--- config.mk ---
export PLATFORM = sky130hd
export DESIGN_NAME = icc_branch_unit
export DESIGN_NICKNAME = d
export VERILOG_FILES = /design/src/rtl/icc_branch_unit.sv
export SDC_FILE = /design/constraint.sdc
export NUM_CORES = 1
export LEC_CHECK = 0
export CAP_MARGIN = 10
export CORE_UTILIZATION = 37
export CTS_CLUSTER_DIAMETER = 80
export CTS_CLUSTER_SIZE = 12
export DETAILED_ROUTE_END_ITERATION = 12
export PLACE_DENSITY_LB_ADDON = 0.08
export SLEW_MARGIN = 20
export SYNTH_ARGS = -nofsm -noshare
export SYNTH_HDL_FRONTEND = slang
export SYNTH_SLANG_ARGS = --single-unit
export TNS_END_PERCENT = 100
--- constraint.sdc ---
create_clock -name Clk -period 2.65 [get_ports Clk]
set_clock_uncertainty 0.1 [all_clocks]
set_input_delay 0.265 -clock Clk [delete_from_list [all_inputs] [get_ports Clk]]
set_output_delay 0.265 -clock Clk [all_outputs]
set_load 0.01 [all_outputs]
--- src/rtl/icc_branch_unit.sv ---
// Integer condition-code register and Bicc branch resolver.
// Holds {N,Z,V,C}, evaluates Bicc conditions and sequences the delay-slot annul.
module icc_branch_unit #(
    parameter bit         BYPASS_EN = 1'b1,
    parameter logic [3:0] ICC_RESET = 4'b0000
) (
    input  logic       Clk,
    input  logic       Reset_N,
    input  logic       ALU_N,
    input  logic       ALU_Z,
    input  logic       ALU_V,
    input  logic       ALU_C,
    input  logic [5:0] Opcode,
    input  logic       Exec_Valid,
    input  logic       Wr_Icc,
    input  logic [3:0] Wr_Icc_Data,
    input  logic       Branch_Valid,
    input  logic [3:0] Branch_Cond,
    input  logic       Branch_Annul,
    output logic       C_In,
    output logic [3:0] Icc,
    output logic       Branch_Stall,
    output logic       Branch_Taken,
    output logic       Annul_Slot,
    output logic       Dcti_Err
);

    typedef enum logic [1:0] {
        RUN,
        SLOT,
        ANNUL
    } state_t;

    state_t     state_q;
    state_t     state_d;
    logic [3:0] icc_q;
    logic [3:0] icc_d;
    logic [3:0] alu_flags;
    logic [3:0] ev_flags;
    logic       cc_wr;
    logic       in_run;
    logic       accept;
    logic       dcti;
    logic       base;
    logic       taken;
    logic       annul;
    logic       f_n;
    logic       f_z;
    logic       f_v;
    logic       f_c;
    logic       unused_opcode;

    assign unused_opcode = ^Opcode[3:0];

    assign alu_flags = {ALU_N, ALU_Z, ALU_V, ALU_C};
    assign cc_wr     = Exec_Valid & (Opcode[5:4] == 2'b01);
    assign ev_flags  = (BYPASS_EN && cc_wr) ? alu_flags : icc_q;
    assign {f_n, f_z, f_v, f_c} = ev_flags;

    // A delay slot in flight never stalls; a stray branch there is a DCTI.
    assign in_run       = (state_q == RUN);
    assign Branch_Stall = !BYPASS_EN && Branch_Valid && cc_wr && in_run;
    assign accept       = Branch_Valid && !Branch_Stall && in_run;
    assign dcti         = Branch_Valid && !in_run;

    always_comb begin
        base = 1'b0;
        unique case (Branch_Cond[2:0])
            3'b000: base = 1'b0;
            3'b001: base = f_z;
            3'b010: base = f_z | (f_n ^ f_v);
            3'b011: base = f_n ^ f_v;
            3'b100: base = f_c | f_z;
            3'b101: base = f_c;
            3'b110: base = f_n;
            3'b111: base = f_v;
            default: base = 1'b0;
        endcase
        taken = base ^ Branch_Cond[3];
    end

    assign annul = Branch_Annul & (!taken | (Branch_Cond == 4'b1000));

    always_comb begin
        icc_d = icc_q;
        if (cc_wr) begin
            icc_d = alu_flags;
        end else if (Wr_Icc) begin
            icc_d = Wr_Icc_Data;
        end
    end

    always_comb begin
        state_d = state_q;
        unique case (state_q)
            RUN: begin
                if (accept) begin
                    state_d = annul ? ANNUL : SLOT;
                end
            end
            SLOT:    state_d = RUN;
            ANNUL:   state_d = RUN;
            default: state_d = RUN;
        endcase
    end

    always_ff @(posedge Clk or negedge Reset_N) begin
        if (!Reset_N) begin
            icc_q        <= ICC_RESET;
            state_q      <= RUN;
            Branch_Taken <= 1'b0;
            Annul_Slot   <= 1'b0;
            Dcti_Err     <= 1'b0;
        end else begin
            icc_q        <= icc_d;
            state_q      <= state_d;
            Branch_Taken <= accept & taken;
            Annul_Slot   <= accept & annul;
            Dcti_Err     <= dcti;
        end
    end

    assign Icc  = icc_q;
    assign C_In = icc_q[0];

endmodule

=== Word-level counts from Yosys, hierarchy flattened ===
Cells that the tools add are included.

* Register bits: 9
* Input bits: 24
* Output and inout port bits: 9
* Word-level logic and storage cells: 38

* Equal/unequal tests: 10
* Multiplexer cells: 7
* Bitwise gates (word level): 9
* Reduce and logical (&&, ||, !) cells: 7

{| class="wikitable"
|+ Operator list
! operator !! count
|-
| == test 3 bit (second input constant) || 4
|-
| two-way mux 4 bit || 3
|-
| case mux 1 bit (8 select lines) || 1
|-
| == test 3 x 2 -> 1 bit (second input constant) || 2
|-
| two-way mux 2 bit || 3
|-
| AND 1 bit || 4
|-
| == test 4 bit (second input constant) || 1
|-
| == test 3 x 1 -> 1 bit (second input constant) || 1
|-
| zero test 3 bit || 1
|-
| bitwise OR 1 bit || 3
|-
| == test 2 x 1 -> 1 bit (second input constant) || 1
|-
| logical AND 1 bit || 2
|-
| zero test 1 bit || 2
|-
| zero test 2 bit || 1
|-
| inequality test 2 x 1 -> 1 bit (second input constant) || 1
|-
| nonzero test 2 bit || 1
|-
| bitwise XOR 1 bit || 2
|}

=== Logic depth before layout (Yosys ltp) ===
* Depth in word-level cells: 13
* Gate-level depth with buffers: 7

=== Worst setup path before layout ===
No wires, ideal clock.

* Path kind: flip-flop to flip-flop
* Start point: register icc_q[3] (netlist: Icc[3])
* End point: register state_q[0]
* Setup time: 0.120 ns
* Arrival time: 1.773 ns
* Setup slack: 0.657 ns
* Stages on the path, launching flop included: 7
* Path buffers: 0
* Period minus slack after synthesis: 1.993 ns
* Cells stage by stage: dfrtp_1 > xor2_1 > mux4_2 > nor3b_1 > a31o_4 > and2_4 > o211a_1

* Cells in the longest elaborated chain, start to end: 11

{| class="wikitable"
|+ Ends and longest elaborated chain
! what !! line !! RTL
|-
| start: declaration || 36 || <nowiki>logic [3:0] icc_q;</nowiki>
|-
| start signal: assignment || 115 || <nowiki>icc_q <= icc_d;</nowiki>
|-
| two-way mux 4 bit (*) || 57 || <nowiki>assign ev_flags = (BYPASS_EN && cc_wr) ? alu_flags : icc_q;</nowiki>
|-
| bitwise XOR 1 bit || 71, 72 ||
|-
| bitwise OR 1 bit || 71 || <nowiki>3'b010: base = f_z | (f_n ^ f_v);</nowiki>
|-
| case mux 1 bit (8 select lines) (*) || 68 || <nowiki>unique case (Branch_Cond[2:0])</nowiki>
|-
| bitwise XOR 1 bit (*) || 79 || <nowiki>taken = base ^ Branch_Cond[3];</nowiki>
|-
| zero test 1 bit (*) || 82 || <nowiki>assign annul = Branch_Annul & (!taken | (Branch_Cond == 4'b1000));</nowiki>
|-
| bitwise OR 1 bit (*) || 82 ||
|-
| AND 1 bit (*) || 82 ||
|-
| two-way mux 2 bit (*) || 98 || <nowiki>state_d = annul ? ANNUL : SLOT;</nowiki>
|-
| two-way mux 2 bit (*) || 97 || <nowiki>if (accept) begin</nowiki>
|-
| two-way mux 2 bit (*) || 95 || <nowiki>unique case (state_q)</nowiki>
|-
| end signal: assignment || 116 || <nowiki>state_q <= state_d;</nowiki>
|-
| end: declaration || 34 || <nowiki>state_t state_q;</nowiki>
|}

Mark *: on every way between the ends. The rest lies on a longest branch, timed or not. The select of a mux whose other input is x is not followed.
A chain may end at the register's enable or synchronous reset.

=== Final worst setup path ===
* Start point: input Opcode[5]
* End point: register Annul_Slot

* Cells in the longest elaborated chain, start to end: 11
* Elaborated cells between the ends (all ways): 12
* Classes of those cells: eq/ne (1); mux (2); bitwise (8); reduce/logical (1)

{| class="wikitable"
|+ Ends and longest elaborated chain
! what !! line !! RTL
|-
| start: declaration || 13 || <nowiki>input logic [5:0] Opcode,</nowiki>
|-
| == test 2 x 1 -> 1 bit (*) || 56 || <nowiki>assign cc_wr = Exec_Valid & (Opcode[5:4] == 2'b01);</nowiki>
|-
| AND 1 bit (*) || 56 ||
|-
| two-way mux 4 bit (*) || 57 ||
|-
| bitwise XOR 1 bit || 71, 72 ||
|-
| bitwise OR 1 bit || 71 ||
|-
| case mux 1 bit (8 select lines) (*) || 68 ||
|-
| bitwise XOR 1 bit (*) || 79 ||
|-
| zero test 1 bit (*) || 82 ||
|-
| bitwise OR 1 bit (*) || 82 ||
|-
| AND 1 bit (*) || 82 ||
|-
| AND 1 bit (*) || 118 || <nowiki>Annul_Slot <= accept & annul;</nowiki>
|-
| end signal: assignment || 118 ||
|-
| end: declaration || 24 || <nowiki>output logic Annul_Slot,</nowiki>
|}

Mark *: on every way between the ends. The rest lies on a longest branch, timed or not.

==> out/metrics.yaml <==
outcome:
  status: "finished, final reports clean"
synth:
  yosysUniqueCellTypes: 32
  ys_seq_area_share_pct: 38.1
  synth_top_area_cell: "dfrtp_1"
  synthArstFlopShare_pct: 100
  synth_top_area_share_pct: 38.1
  synthFlopType: "dfrtp_1"
  syn_area_um2: 591
  synthTopCellsByArea: "dfrtp_1, mux2i_1, nor3_1"
  synth_edf_count: 0
  synth-seq-cells: 9
  postSynthCellCount: 59
  syn_area_per_cell_um2: 10.0
  syn_nets: 83
  ys_warn_count: 0
floorplan:
  core-area_mm2: 0.00151
  fp.dieH_um: 42.0
  rows: 14
  ios: 33
  die_area_mm2: 0.00176
  initial_core_util_pct: 39.2
  dieWidth_um: 42.0
worst_setup_path:
  worstPathCellList: "clkdlybuf4s50_1 -> nand3b_4 -> mux4_2 -> nor3b_1 -> a31o_4 -> nor3_1 -> nor3_1"
  rr_worst_depth: 6
  critPathKind: "in -> reg"
  crit_path_max_incr_delay_ns: 0.49
  worstReg2RegEnd: "Annul_Slot$_DFF_PN0_"
  regToRegSetupSlack_ns: 0.57
  crit_buf_inv: 1
  r2r_start: "Icc[3]$_DFFE_PN0P_"
  cp-start-kind: "primary input"
  critPathSlowestCell: "mux4_2"
  cp-end-kind: "register"
  cpMostUsedCell: "nor3_1"
  critPathRequiredTime_ns: 2.68
  worst-endpoint-arrival_ns: 2.16
  critPathTopFamily: "simple AND/OR/NAND/NOR gates"
  path_max_fanout: 4
placement:
  hpwl_um: 1020
  gp_congestion: 0.814
  portBuffers: 27
timing:
  clock.fmax_mhz: 469
  hold_viol: 0
  rsz0062_at_grt: "no"
  finalCriticalPeriod_ns: 2.13
  setup_viol: 0
  final.setup.tns_ns: 0
  drv_slew: 0
  fin_crit_sh_pct: 80.4
cts:
  clock-sinks: 9
  cts_resized: 0
  clock_latency_ns: 0.26
  post_cts_buffers: 0
  ctsHoldBuffers: 0
  h-tree-depth: 1
  clk_pin_slew_worst_paths_ns: 0.06
  root_buffer: "clkbuf_4"
  tritoncts.num_buffers: 3
  cts_tree: "built"
  clk_path_buf_depth: 2
global_routing:
  grt_pass1_wl_um: 2190
  grt_overflow: 0
  grt_pass1_vias: 524
  grt.total_usage_pct: 17.2
  grt_max_degree: 10
  antenna_found_initial: 0
detailed_routing:
  drtIter0Drc: 5
  vias: 533
  wl_per_cell_um: 12.2
  first_pass_iters: 4
  antenna_left: 0
  vias_per_cell: 5.23
  drt_wl_total_um: 1250
  drt_drc_violations_left: 0
min_path:
  min_path_type: "in -> async"
pwr:
  leakage_nw: 0.392
  p_sw_share_pct: 27.8
  p_seq_share_pct: 39.9
  p_int_w: 0.000297
  power.total_w: 0.000412
  p_switching_w: 0.000115
  power.density_mw_per_mm2: 466
  power_frac_comb_pct: 34.6
  max-vdd-ir-drop_v: 0.000342
  clockPowerShare_pct: 25.5
finish:
  regArea_um2: 225
  multi_input_area_um2: 327
  drive_gt1_share_pct: 9.30
  syn_to_final_growth_pct: 49.6
  fin_nets: 111
  fill_cells: 154
  diodes: 0
run:
  cap_violations: 0
[Yosys cell counts, drive strengths merged, types with 2 or more instances]
master,instances
xor2,2
nor2,3
mux2i,5
buf,3
nor3,5
inv,4
dfrtp,9
nand3b,2
nand2,2
o21ai,4
[cells by family (layout without fill, tap and decap cells)]
family | count (synthesis) | in the layout | synth area share (%)
other | 1 | 1 | 0.635
DFF | 9 | 9 | 38.1
buffers and inverters | 8 | 35 | 6.56
and+or+nand+nor | 19 | 19 | 21.0
AOI/OAI and AO/OA | 13 | 13 | 17.0
muxes | 6 | 6 | 12.3
xor gates and xnor gates | 3 | 3 | 4.45
[worst register-to-register path, stage by stage (launching register included)]
cell	delay, ns
dfrtp_1	0.43
xor2_1	0.19
mux4_2	0.46
nor3b_1	0.16
a31o_4	0.23
nor3_1	0.28
nor3_1	0.11
[area by class of cell]
cell class                 count  share of cell area (%)
multi-input combinational     42                    37.0
timing repair buffer          27                    30.6
sequential                     9                    25.5
clock buffer                   4                    2.97
tap                           16                    2.27
inverter                       4                    1.70
[through the flow]
| step | worst slack (ns) | cells | hold slack [ns] | utilization [%] | area [um^2] |
|---|---|---|---|---|---|
| after global routing | 0.383 | 102 | 0.236 | 58.6 | 883 |
| final | 0.520 | 102 | 0.199 | 58.6 | 883 |
| after detailed placement | 0.245 | 98 | 0.425 | 56.9 | 857 |
| after global placement | 0.262 | 98 | 0.409 | 56.9 | 857 |
| after CTS | 0.531 | 102 | 0.203 | 58.6 | 883 |
| after floorplan | 0.657 | 59 | -0.131 | - | 591 |
[worst max path at each step]
| stage | from | to | slack, ns | cells past startpoint |
|---|---|---|---|---|
| 3_5_place_dp | Opcode[5] | state_q[0]$_DFFE_PN0P_ | 0.25 | 7 |
| 6_report | Opcode[5] | Annul_Slot$_DFF_PN0_ | 0.52 | 7 |
| 5_1_grt | Opcode[5] | Annul_Slot$_DFF_PN0_ | 0.38 | 7 |
| 3_3_place_gp | Opcode[5] | state_q[0]$_DFFE_PN0P_ | 0.26 | 7 |
| 2_1_floorplan | Icc[3]$_DFFE_PN0P_ | state_q[0]$_DFFE_PN0P_ | 0.66 | 6 |
| 4_1_cts | Opcode[5] | state_q[0]$_DFFE_PN0P_ | 0.53 | 7 |
[placed cells by master (no fill, tap or decap), drive strengths merged, types with 2 or more instances in the layout]
cell           netlist  final
clkdlybuf4s50        0     27
dfrtp                9      9
mux2i                5      5
nor3                 5      5
inv                  4      4
o21ai                4      4
clkbuf               1      4
nor2                 3      3
xor2                 2      2
nand2                2      2
nand3b               2      2
[metal layers]
layer | vias up | GRT usage [%] | share of wire [%]
li1 | 265 | - | -
met1 | 236 | 21.1 | 42
met2 | 30 | 27.5 | 46
met3 | 2 | 7.39 | 11
met4 | 0 | 4.52 | 1.0
met5 | - | 0 | 0
[power groups by stage]
| stage | clock [W] | sequential (W) | combinational (W) |
|---|---|---|---|
| floorplan | 0 | 0.000171 | 0.0000671 |
| global placement | 0 | 0.000167 | 0.000141 |
| detailed placement | 0 | 0.000166 | 0.000143 |
| CTS | 0.000112 | 0.000164 | 0.000144 |
| global route | 0.000118 | 0.000166 | 0.000156 |
| finish | 0.000105 | 0.000164 | 0.000143 |
[flip-flops by register name (all words and copies together) (netlist names)]
name and count:
Icc 4, state_q 2, Dcti_Err 1, Branch_Taken 1
Annul_Slot 1
(Power assumes the default switching activity.)
